$ cat config.mk
export PLATFORM = sky130hd
export DESIGN_NAME = if_stage
export DESIGN_NICKNAME = d
export VERILOG_FILES = /design/src/rtl/if_stage.sv
export SDC_FILE = /design/constraint.sdc
export NUM_CORES = 1
export LEC_CHECK = 0
export CAP_MARGIN = 25
export CORE_MARGIN = 2
export CORE_UTILIZATION = 45
export CTS_CLUSTER_DIAMETER = 40
export DETAILED_ROUTE_END_ITERATION = 16
export PLACE_DENSITY = 0.82
export SYNTH_ARGS = -nofsm -noshare
export SYNTH_HDL_FRONTEND = slang
export SYNTH_SLANG_ARGS = --single-unit
$ cat constraint.sdc
create_clock -name clk_i -period 2.2 [get_ports clk_i]
set_clock_uncertainty 0.2 [all_clocks]
set_input_delay 0.33 -clock clk_i [delete_from_list [all_inputs] [get_ports clk_i]]
set_output_delay 0.33 -clock clk_i [all_outputs]
set_load 0.05 [all_outputs]
$ cat src/rtl/if_stage.sv
// if_stage: MIPS instruction fetch plus IF/ID register; captures the one-cycle IMEM word
// on a stall so no instruction is lost or duplicated. Define DELAY_SLOT_EN for a branch delay slot.
module if_stage #(
    parameter logic [31:0] RESET_PC = 32'h0000_0000,
    parameter logic [31:0] NOP_INST = 32'h0000_0000
) (
    input  logic        clk_i,
    input  logic        rst_ni,
    input  logic        stall_i,
    input  logic        branch_taken_i,
    input  logic [31:0] branch_target_i,
    output logic        imem_en_o,
    output logic [31:0] imem_addr_o,
    input  logic [31:0] imem_rdata_i,
    output logic [31:0] id_pc_o,
    output logic [31:0] id_pc4_o,
    output logic [31:0] id_inst_o,
    output logic        id_valid_o
);

    typedef enum logic [1:0] {BOOT, RUN, HOLD} state_e;

    state_e      state_q, state_d;
    logic [31:0] pc_q, pc_d;
    logic [31:0] fl_pc_q, fl_pc_d;
    logic        fl_v_q, fl_v_d;
    logic [31:0] hold_q, hold_d;
    logic        hold_v_q, hold_v_d;
    logic [31:0] id_pc_q, id_pc_d;
    logic [31:0] id_inst_q, id_inst_d;
    logic        id_valid_q, id_valid_d;

    logic        flush;
    logic        slot_v;
    logic [31:0] fw;

`ifdef DELAY_SLOT_EN
    assign flush = 1'b0;
`else
    // The in-flight fetch after a taken branch is wrong-path; squash it.
    assign flush = branch_taken_i;
`endif

    assign fw     = hold_v_q ? hold_q : imem_rdata_i;
    assign slot_v = fl_v_q && !flush;

    // NOTE: every always_comb output gets its default first so no path infers a latch.
    always_comb begin
        pc_d       = pc_q;
        fl_pc_d    = fl_pc_q;
        fl_v_d     = fl_v_q;
        hold_d     = hold_q;
        hold_v_d   = hold_v_q;
        id_pc_d    = id_pc_q;
        id_inst_d  = id_inst_q;
        id_valid_d = id_valid_q;

        if (!stall_i) begin
            id_pc_d    = fl_pc_q;
            id_inst_d  = slot_v ? fw : NOP_INST;
            id_valid_d = slot_v;
            fl_pc_d    = pc_q;
            fl_v_d     = 1'b1;
            pc_d       = branch_taken_i ? branch_target_i : pc_q + 32'd4;
            hold_v_d   = 1'b0;
        end else if (!hold_v_q) begin
            // Only the first stalled edge sees live IMEM data; later edges see a disabled RAM.
            hold_d   = imem_rdata_i;
            hold_v_d = fl_v_q;
        end
    end

    always_comb begin
        state_d = state_q;
        case (state_q)
            BOOT:    if (!stall_i) state_d = RUN;
            RUN:     if (stall_i)  state_d = HOLD;
            HOLD:    if (!stall_i) state_d = RUN;
            default: state_d = BOOT;
        endcase
    end

    // NOTE: sequential state uses non-blocking assignments only, so every flop samples pre-edge values.
    always_ff @(posedge clk_i or negedge rst_ni) begin
        if (!rst_ni) begin
            state_q    <= BOOT;
            pc_q       <= RESET_PC;
            fl_pc_q    <= RESET_PC;
            fl_v_q     <= 1'b0;
            hold_q     <= 32'h0;
            hold_v_q   <= 1'b0;
            id_pc_q    <= 32'h0;
            id_inst_q  <= NOP_INST;
            id_valid_q <= 1'b0;
        end else begin
            state_q    <= state_d;
            pc_q       <= pc_d;
            fl_pc_q    <= fl_pc_d;
            fl_v_q     <= fl_v_d;
            hold_q     <= hold_d;
            hold_v_q   <= hold_v_d;
            id_pc_q    <= id_pc_d;
            id_inst_q  <= id_inst_d;
            id_valid_q <= id_valid_d;
        end
    end

    assign imem_en_o   = !stall_i && rst_ni;
    assign imem_addr_o = pc_q;
    assign id_pc_o     = id_pc_q;
    assign id_pc4_o    = id_pc_q + 32'd4;
    assign id_inst_o   = id_inst_q;
    assign id_valid_o  = id_valid_q;

endmodule
# Yosys cells after proc, flatten, opt, wreduce, memory -nomap -nowiden
# Index checks and enable logic that the tools add are counted.
[op_classes]
add_sub_neg = 2
n_mux = 5
reduce_logical = 4
[op_table]
columns = ["cell", "n"]
rows = [
  ["$mux W32", 3],
  ["$add A32 B3 Y32 const B", 2],
  ["$logic_and A1 B1 Y1", 2],
  ["$logic_not A1 Y1", 2],
  ["$mux W1", 2],
]
[totals]
ff_bits = 163
elab_cells = 19
input_bits = 68

# Longest topological paths before layout
# Gate-level depths: netlist (run 1).
[depth]
ltp_word = 3
mapped_depth = 7
mapped_depth_nobuf = 6

# Least setup slack after synthesis (run 1)
# OpenSTA, ideal clock, no wires.
[synth_timing]
kind = "reg2out"
from = "register id_pc_q[2], in the netlist id_pc_o[2]"
to = "output port id_pc4_o[24]"
slack_ps = -1010
path_stages_with_launch = 7
required_ps = 1670
path_buffers = 0
arrival_ps = 2680
path_cell_list = "dfrtp_1 ha_1 and4_1 nor3b_4 and3_1 nand4_1 xnor2_1"
[synth_via]
elab_chain_cells = 1
[synth_rtl]
columns = ["element", "line", "rtl"]
rows = [
  ["from (decl)", "29", "logic [31:0] id_pc_q, id_pc_d;"],
  ["from (signal assigned)", "102", "id_pc_q <= id_pc_d;"],
  ["$add A32 B3 Y32", "111", "assign id_pc4_o = id_pc_q + 32'd4;"],
  ["to (decl)", "16", "output logic [31:0] id_pc4_o,"],
]
# Every way passes these cells.

# Final worst setup path (run 1)
[layout_timing]
from = "register id_pc_q[2], in the netlist id_pc_o[2]"
to = "output port id_pc4_o[20]"
# The elaborated chain is that of the path after synthesis.

==> impl_metrics.py, run 1 <==
metrics = {
    "status": {
        "status": "finished, violations left",
        "violations": "setup timing",
    },
    "routing": {
        "drc": 0,
        "via_count": 6351,
        "ant_nets": 0,
        "routed_wl_um": 21000,
        "routed_via_density": 5.46,
        "firstDrtPassIters": 5,
        "wl_per_cell_um": 18.0,
        "drtIter0Drc": 493,
    },
    "timing": {
        "rsz0062_at_grt": "yes",
        "setup_slack_ns": -0.575,
        "finalMaxSlewViolations": 0,
        "finalCritPeriodShare": 1.26,
        "min_period_ns": 2.78,
        "whs_ns": 0.0980,
        "hold_viol": 0,
        "final-setup-viol-count": 27,
        "max_freq_ghz": 0.360,
        "slew_headroom": 0.358,
        "worst_pin_slew_ns": 0.963,
    },
    "placement": {
        "place_inst": 1117,
        "dp_hpwl_um": 14400,
        "place_area_um2": 10900,
        "place_congestion": 0.882,
        "io_buffers": 197,
    },
    "synth": {
        "synth-seq-cells": 163,
        "synthFlopType": "dfrtp_1",
        "synth_edf_count": 0,
        "synth.area.top_cells": "dfrtp_1, mux2_2, mux2i_1",
        "avgSynthCellArea_um2": 11.3,
        "synth_top_area_frac": 0.532,
        "synthCells": 680,
        "ys_warn_count": 0,
        "synth_async_sr_flop_share": 1.00,
        "synth_cell_types": 54,
        "synth.cell_area_um2": 7660,
        "syn_nets": 750,
        "synth_top_area_cell": "dfrtp_1",
        "ys_seq_area_frac": 0.532,
    },
    "floorplan": {
        "die-area_um2": 18100,
        "coreArea_um2": 16600,
        "die_w_um": 135,
        "num_rows": 47,
        "die-height_um": 135,
        "start_util": 0.461,
        "ioPinCount": 198,
    },
    "power_and_ir_drop": {
        "p_leak_nw": 5.16,
        "peakVddDrop_v": 0.000552,
        "total_power_mw": 11.3,
        "power_density_nw_per_um2": 952,
    },
    "clocking": {
        "h-tree-depth": 4,
        "root_buffer": "clkbuf_16",
        "cts_tree": "done",
        "clkTransAtPathRegs_ns": 0.06,
        "cts_buffers": 17,
        "worstSkewPairLatency_ns": 0.42,
        "clk_path_buf_depth": 2,
        "cts.sinks": 163,
    },
    "global_routing": {
        "grtUsageMet1": 0.305,
        "use_met3": 0.0597,
        "antenna_found_initial": 2,
        "grt_max_degree": 164,
        "grt_first_pass_wirelength_um": 33900,
        "grt_overflow": 0,
        "grt_usage": 0.239,
        "grt-busiest-layer": "met2",
        "met2_usage": 0.395,
        "grt_pass1_vias": 6368,
    },
    "setup_path": {
        "criticalPathCategory": "flop to output port",
        "critPathMaxFanout": 5,
        "crit_path_start_kind": "flop",
        "worstSetupEndpointType": "output port",
        "critPathRequiredTime_ns": 1.67,
        "critPathArrivalTime_ns": 2.25,
    },
    "final_layout": {
        "layout-drive-gt1-share": 0.359,
        "final_area_um2": 11900,
        "diodes": 0,
        "fin_nets": 1001,
        "finalNonFillerCells": 1164,
        "final_util": 0.713,
        "syn2layout_area_growth_pct": 54.8,
    },
    "hold_path": {
        "min-delay-path-class": "input port to flop",
    },
    "run": {
        "maxCapViolations": 0,
    },
}
==> repair_timing <==
item                       in CTS  in global routing
hold endpoints to repair      163                  0
setup endpoints to repair      65                 28
pin swaps                      27                 18
setup buffers                   6                  8
resized for setup              71                 18
hold buffers                    1                  0
==> where the power goes <==
| part | total [mW] | internal [mW] | switching [mW] | leakage, nW |
|---|---|---|---|---|
| clock | 2.99 | 1.78 | 1.21 | 0.283 |
| combinational | 4.40 | 1.82 | 2.58 | 2.96 |
| sequential | 3.91 | 3.49 | 0.422 | 1.92 |
| total | 11.3 | 7.09 | 4.21 | 5.16 |
==> worst max-delay path: stages, from the launching register on <==
cell and delay, ns:
dfrtp_2 0.40, ha_4 0.14, and4_4 0.21, nor3b_4 0.21, buf_4 0.14, buf_6 0.12, nand4_1 0.21, xnor2_4 0.24
buf_12 0.15
==> flip-flops by register name, indices dropped and copies added (netlist names) <==
signal       count
fl_pc_q         32
fl_v_q           1
hold_q          32
hold_v_q         1
id_inst_o       32
id_pc_o         32
id_valid_o       1
imem_addr_o     32
==> metal layers <==
layer  part of all wire  up-vias
met3              0.067       35
li1                   -     2956
met2               0.50      229
met5             0.0014        -
met4              0.020        4
met1               0.41     3127
==> cell usage after synthesis (3+ instances only) <==
library cell,instances
a21oi_1,17
a22oi_1,5
a31oi_1,3
a32oi_1,5
a41oi_1,3
and2_1,4
and3_1,10
and4_1,9
buf_2,12
buf_4,4
clkbuf_1,25
dfrtp_1,163
inv_1,10
mux2_2,90
mux2i_1,33
nand2_1,80
nand3_1,20
nand4_1,11
nor2_1,23
nor3_1,17
o21a_1,3
o21ai_0,56
o22a_1,4
xnor2_1,22
xor2_1,6
==> cells in the final DEF (no fill, tap or decap), types with 10 or more instances in the layout <==
cell type and n:
dfrtp_2 27, clkbuf_16 18, mux2i_1 33, nor2_1 21, buf_6 10, nand3_1 15, nand2_1 72, buf_4 86
dlygate4sd2_1 39, nand4_1 11, buf_12 34, clkdlybuf4s50_1 102, mux2_2 90, xnor2_4 19, o21ai_0 56, dfrtp_1 136
a21oi_1 17, nor3_1 17
==> path summary, 6_finish.rpt <==
path	from	to	slack, ns	depth (start not counted)
hold reg to reg	id_inst_o[10]	id_inst_o[10]	0.28	2
max in group asynchronous	rst_ni	hold_v_q	0.66	3
min in group asynchronous	rst_ni	id_inst_o[29]	0.33	3
setup / recovery	id_pc_o[2]	id_pc4_o[20]	-0.58	8
hold / removal	stall_i	fl_v_q	0.1	2
setup reg to reg	imem_addr_o[2]	imem_addr_o[20]	0.17	7
==> per-stage QoR <==
| stage | worst slack, ns | setup TNS, ns |
|---|---|---|
| 6_report | -0.575 | -10.11 |
| 3_3_place_gp | -0.155 | -0.899 |
| 4_1_cts | -0.547 | -9.48 |
| 2_1_floorplan | -0.444 | -5.25 |
| 3_5_place_dp | -0.245 | -1.69 |
| 5_1_grt | -0.669 | -12.50 |
==> cell families after synthesis <==
family                     count (synthesis)  synth area share
muxes                                    125             0.178
adders and majority gates                  2           0.00326
buffers and inverters                     53            0.0299
AOI/OAI and AO/OA                        112            0.0891
xor gates and xnor gates                  28            0.0320
and+or+nand+nor                          197             0.135
DFF                                      163             0.532
==> final cells by class <==
cell class              instances  area [µm²]
clock buffers                  19         433
clock inverters                13         159
fillers                      1128        4780
inverters                      10        37.5
multi-input cells             464        3980
flip-flops and latches        163        4110
well taps                     220         275
repair buffers                275        2860
(Power assumes the default switching activity.)
==> run 2: changes to the inputs <==
--- a/config.mk
+++ b/config.mk
@@ -9,6 +9,7 @@
 export CORE_MARGIN = 2
 export CORE_UTILIZATION = 45
 export CTS_CLUSTER_DIAMETER = 40
+export CTS_CLUSTER_SIZE = 24
 export DETAILED_ROUTE_END_ITERATION = 16
 export PLACE_DENSITY = 0.82
 export SYNTH_ARGS = -nofsm -noshare
==> results of run 2 <==
Same layout as run 1: the final DEF is identical, and so are final timing and power.
==> run 3: changes to the inputs <==
--- a/config.mk
+++ b/config.mk
@@ -7,11 +7,12 @@
 export LEC_CHECK = 0
 export CAP_MARGIN = 25
 export CORE_MARGIN = 2
-export CORE_UTILIZATION = 45
+export CORE_UTILIZATION = 46
+export CTS_BUF_LIST = sky130_fd_sc_hd__clkbuf_2
 export CTS_CLUSTER_DIAMETER = 40
 export CTS_CLUSTER_SIZE = 24
 export DETAILED_ROUTE_END_ITERATION = 16
-export PLACE_DENSITY = 0.82
+export PLACE_DENSITY = 0.83
 export SYNTH_ARGS = -nofsm -noshare
 export SYNTH_HDL_FRONTEND = slang
 export SYNTH_SLANG_ARGS = --single-unit
==> run 3 against run 2 <==
  * The flow finishes with violations (hold timing, setup timing)
  * Largest cell class unchanged
  * Cell area grew 2.8%
  * Largest power group unchanged
  * Total power shrank 6.2%
  * Clock power shrank 33%
  * Highest routed layer is now met4
  * Global-route usage grew 2.2 points
==> impl_metrics.py, run 3 (synthesis gave the netlist of run 1 again) <==
metrics = {
    "status": {
        "status": "finished, violations left",
        "violations": "hold timing, setup timing",
    },
    "final_layout": {
        "final_util": 0.743,
        "fin_nets": 1058,
        "final_cell_mix": "dfrtp_1, buf_4, mux2_2, nand2_1, clkdlybuf4s50_1",
        "syn2layout_area_growth_pct": 59.1,
        "mostFrequentLayoutCell": "dfrtp_1",
        "layout-drive-gt1-share": 0.437,
    },
    "clocking": {
        "clkTransAtPathRegs_ns": 0.26,
        "cts_tree": "done",
        "h-tree-depth": 4,
        "clk_path_buf_depth": 2,
        "root_buffer": "clkbuf_2",
        "cts_buffers": 17,
        "cts.sinks": 163,
        "worstSkewPairLatency_ns": 0.75,
    },
    "timing": {
        "setup_slack_ns": -0.994,
        "slew_headroom": 0.393,
        "min_period_ns": 3.19,
        "finalMaxSlewViolations": 0,
        "hold_viol": 4,
        "whs_ns": -0.00740,
        "final-setup-viol-count": 32,
        "max_freq_ghz": 0.313,
        "finalCritPeriodShare": 1.45,
        "rsz0062_at_grt": "yes",
        "worst_pin_slew_ns": 0.910,
    },
    "routing": {
        "firstDrtPassIters": 5,
        "routed_via_density": 5.50,
        "routed_wl_um": 23100,
        "ant_nets": 0,
        "via_count": 6722,
        "drtIter0Drc": 424,
        "drc": 0,
        "wl_per_cell_um": 18.9,
    },
    "floorplan": {
        "die-height_um": 133,
        "die_w_um": 133,
        "start_util": 0.467,
        "die-area_um2": 17700,
        "ioPinCount": 198,
        "coreArea_um2": 16400,
        "num_rows": 47,
    },
    "placement": {
        "post-place-ws_ns": -0.149,
        "dp_hpwl_um": 14600,
        "place_congestion": 0.875,
        "io_buffers": 197,
    },
    "global_routing": {
        "grt_first_pass_wirelength_um": 36400,
        "antenna_found_initial": 1,
        "grt_max_degree": 164,
        "grt_pass1_vias": 6934,
        "grt_usage": 0.260,
        "grt_overflow": 0,
    },
    "setup_path": {
        "critPathRequiredTime_ns": 1.67,
        "max_stage_delay_ns": 0.48,
        "critPathMaxFanout": 5,
        "crit_chain": "ha_4 > and4_4 > nor3b_4 > and3_4 > nand4_1 > xnor2_4 > buf_12",
        "cpMaxStageDelayCell": "dfrtp_2",
        "criticalPathCategory": "flop to output port",
        "critPathArrivalTime_ns": 2.66,
        "worstSetupEndpointType": "output port",
        "crit_path_start_kind": "flop",
    },
    "power_and_ir_drop": {
        "peakVddDrop_v": 0.000465,
        "power_density_nw_per_um2": 869,
        "p_leak_nw": 5.28,
    },
    "run": {
        "maxCapViolations": 0,
    },
    "hold_path": {
        "min-delay-path-class": "input port to async pin",
    },
}
-- run 3: layout make-up --
cell class | instances | area [µm²]
Timing Repair Buffer | 332 | 3420
Fill cell | 1007 | 4220
Antenna cell | 1 | 2.50
Tap cell | 220 | 275
Sequential cell | 163 | 4130
Multi-Input combinational cell | 464 | 4020
Clock inverter | 15 | 228
Clock buffer | 17 | 85.1
Inverter | 10 | 37.5
-- run 3: timing repair --
item                       in CTS  in global routing
setup buffers                  11                 10
setup endpoints to repair     108                 72
gates resized for setup       366                 85
hold endpoints to repair      302                 93
hold buffers                   53                  2
pin swaps                      31                 13
-- run 3: metal layers --
layer / global-route usage / vias up / part of all wire / wire length [µm]
li1: - / 3065 / - / -
met1: 0.318 / 3376 / 0.40 / 9180
met2: 0.455 / 232 / 0.52 / 12100
met3: 0.0548 / 49 / 0.054 / 1260
met4: 0.0962 / 0 / 0.026 / 609
met5: 0 / - / 0 / 0
-- run 3: metrics by stage --
stage | cell area, µm² | power, mW | TNS (ns) | instances | hold slack (ns)
CTS | 12000 | 10.5 | -22.10 | 1215 | 0.00554
floorplan | 8130 | 6.48 | -5.25 | 680 | -0.166
global placement | 11000 | 8.22 | -0.538 | 1120 | 0.256
finish | 12200 | 10.6 | -21.36 | 1222 | -0.00740
detailed placement | 11000 | 8.33 | -0.970 | 1120 | 0.273
global route | 12200 | 11.0 | -26.32 | 1222 | 0.0215
-- run 3: worst paths after layout --
| check | start | to | slack (ns) | cells past startpoint |
|---|---|---|---|---|
| setup / recovery | id_pc_o[2] | id_pc4_o[24] | -0.99 | 7 |
| min in group clk_i | branch_target_i[17] | imem_addr_o[17] | 0.09 | 4 |
| max in group asynchronous | rst_ni | id_pc_o[10] | 1.03 | 3 |
| setup reg to reg | imem_addr_o[9] | imem_addr_o[29] | 0.11 | 5 |
| hold reg to reg | id_inst_o[29] | id_inst_o[29] | 0.31 | 2 |
| hold / removal | rst_ni | hold_q[22] | -0.007 | 3 |
-- run 3: power breakdown --
group | leakage (nW) | switching, mW | internal [mW]
Sequential | 1.91 | 0.425 | 3.49
Combinational | 3.20 | 2.70 | 1.98
Clock | 0.171 | 1.13 | 0.874
-- run 3: critical path, delay by kind of cell, from the launching register on --
kind	cells	cell delay [ns]
simple gates	4	0.89
flops	1	0.48
xor+xnor	1	0.23
fa+ha+maj	1	0.15
buf+inv	1	0.15
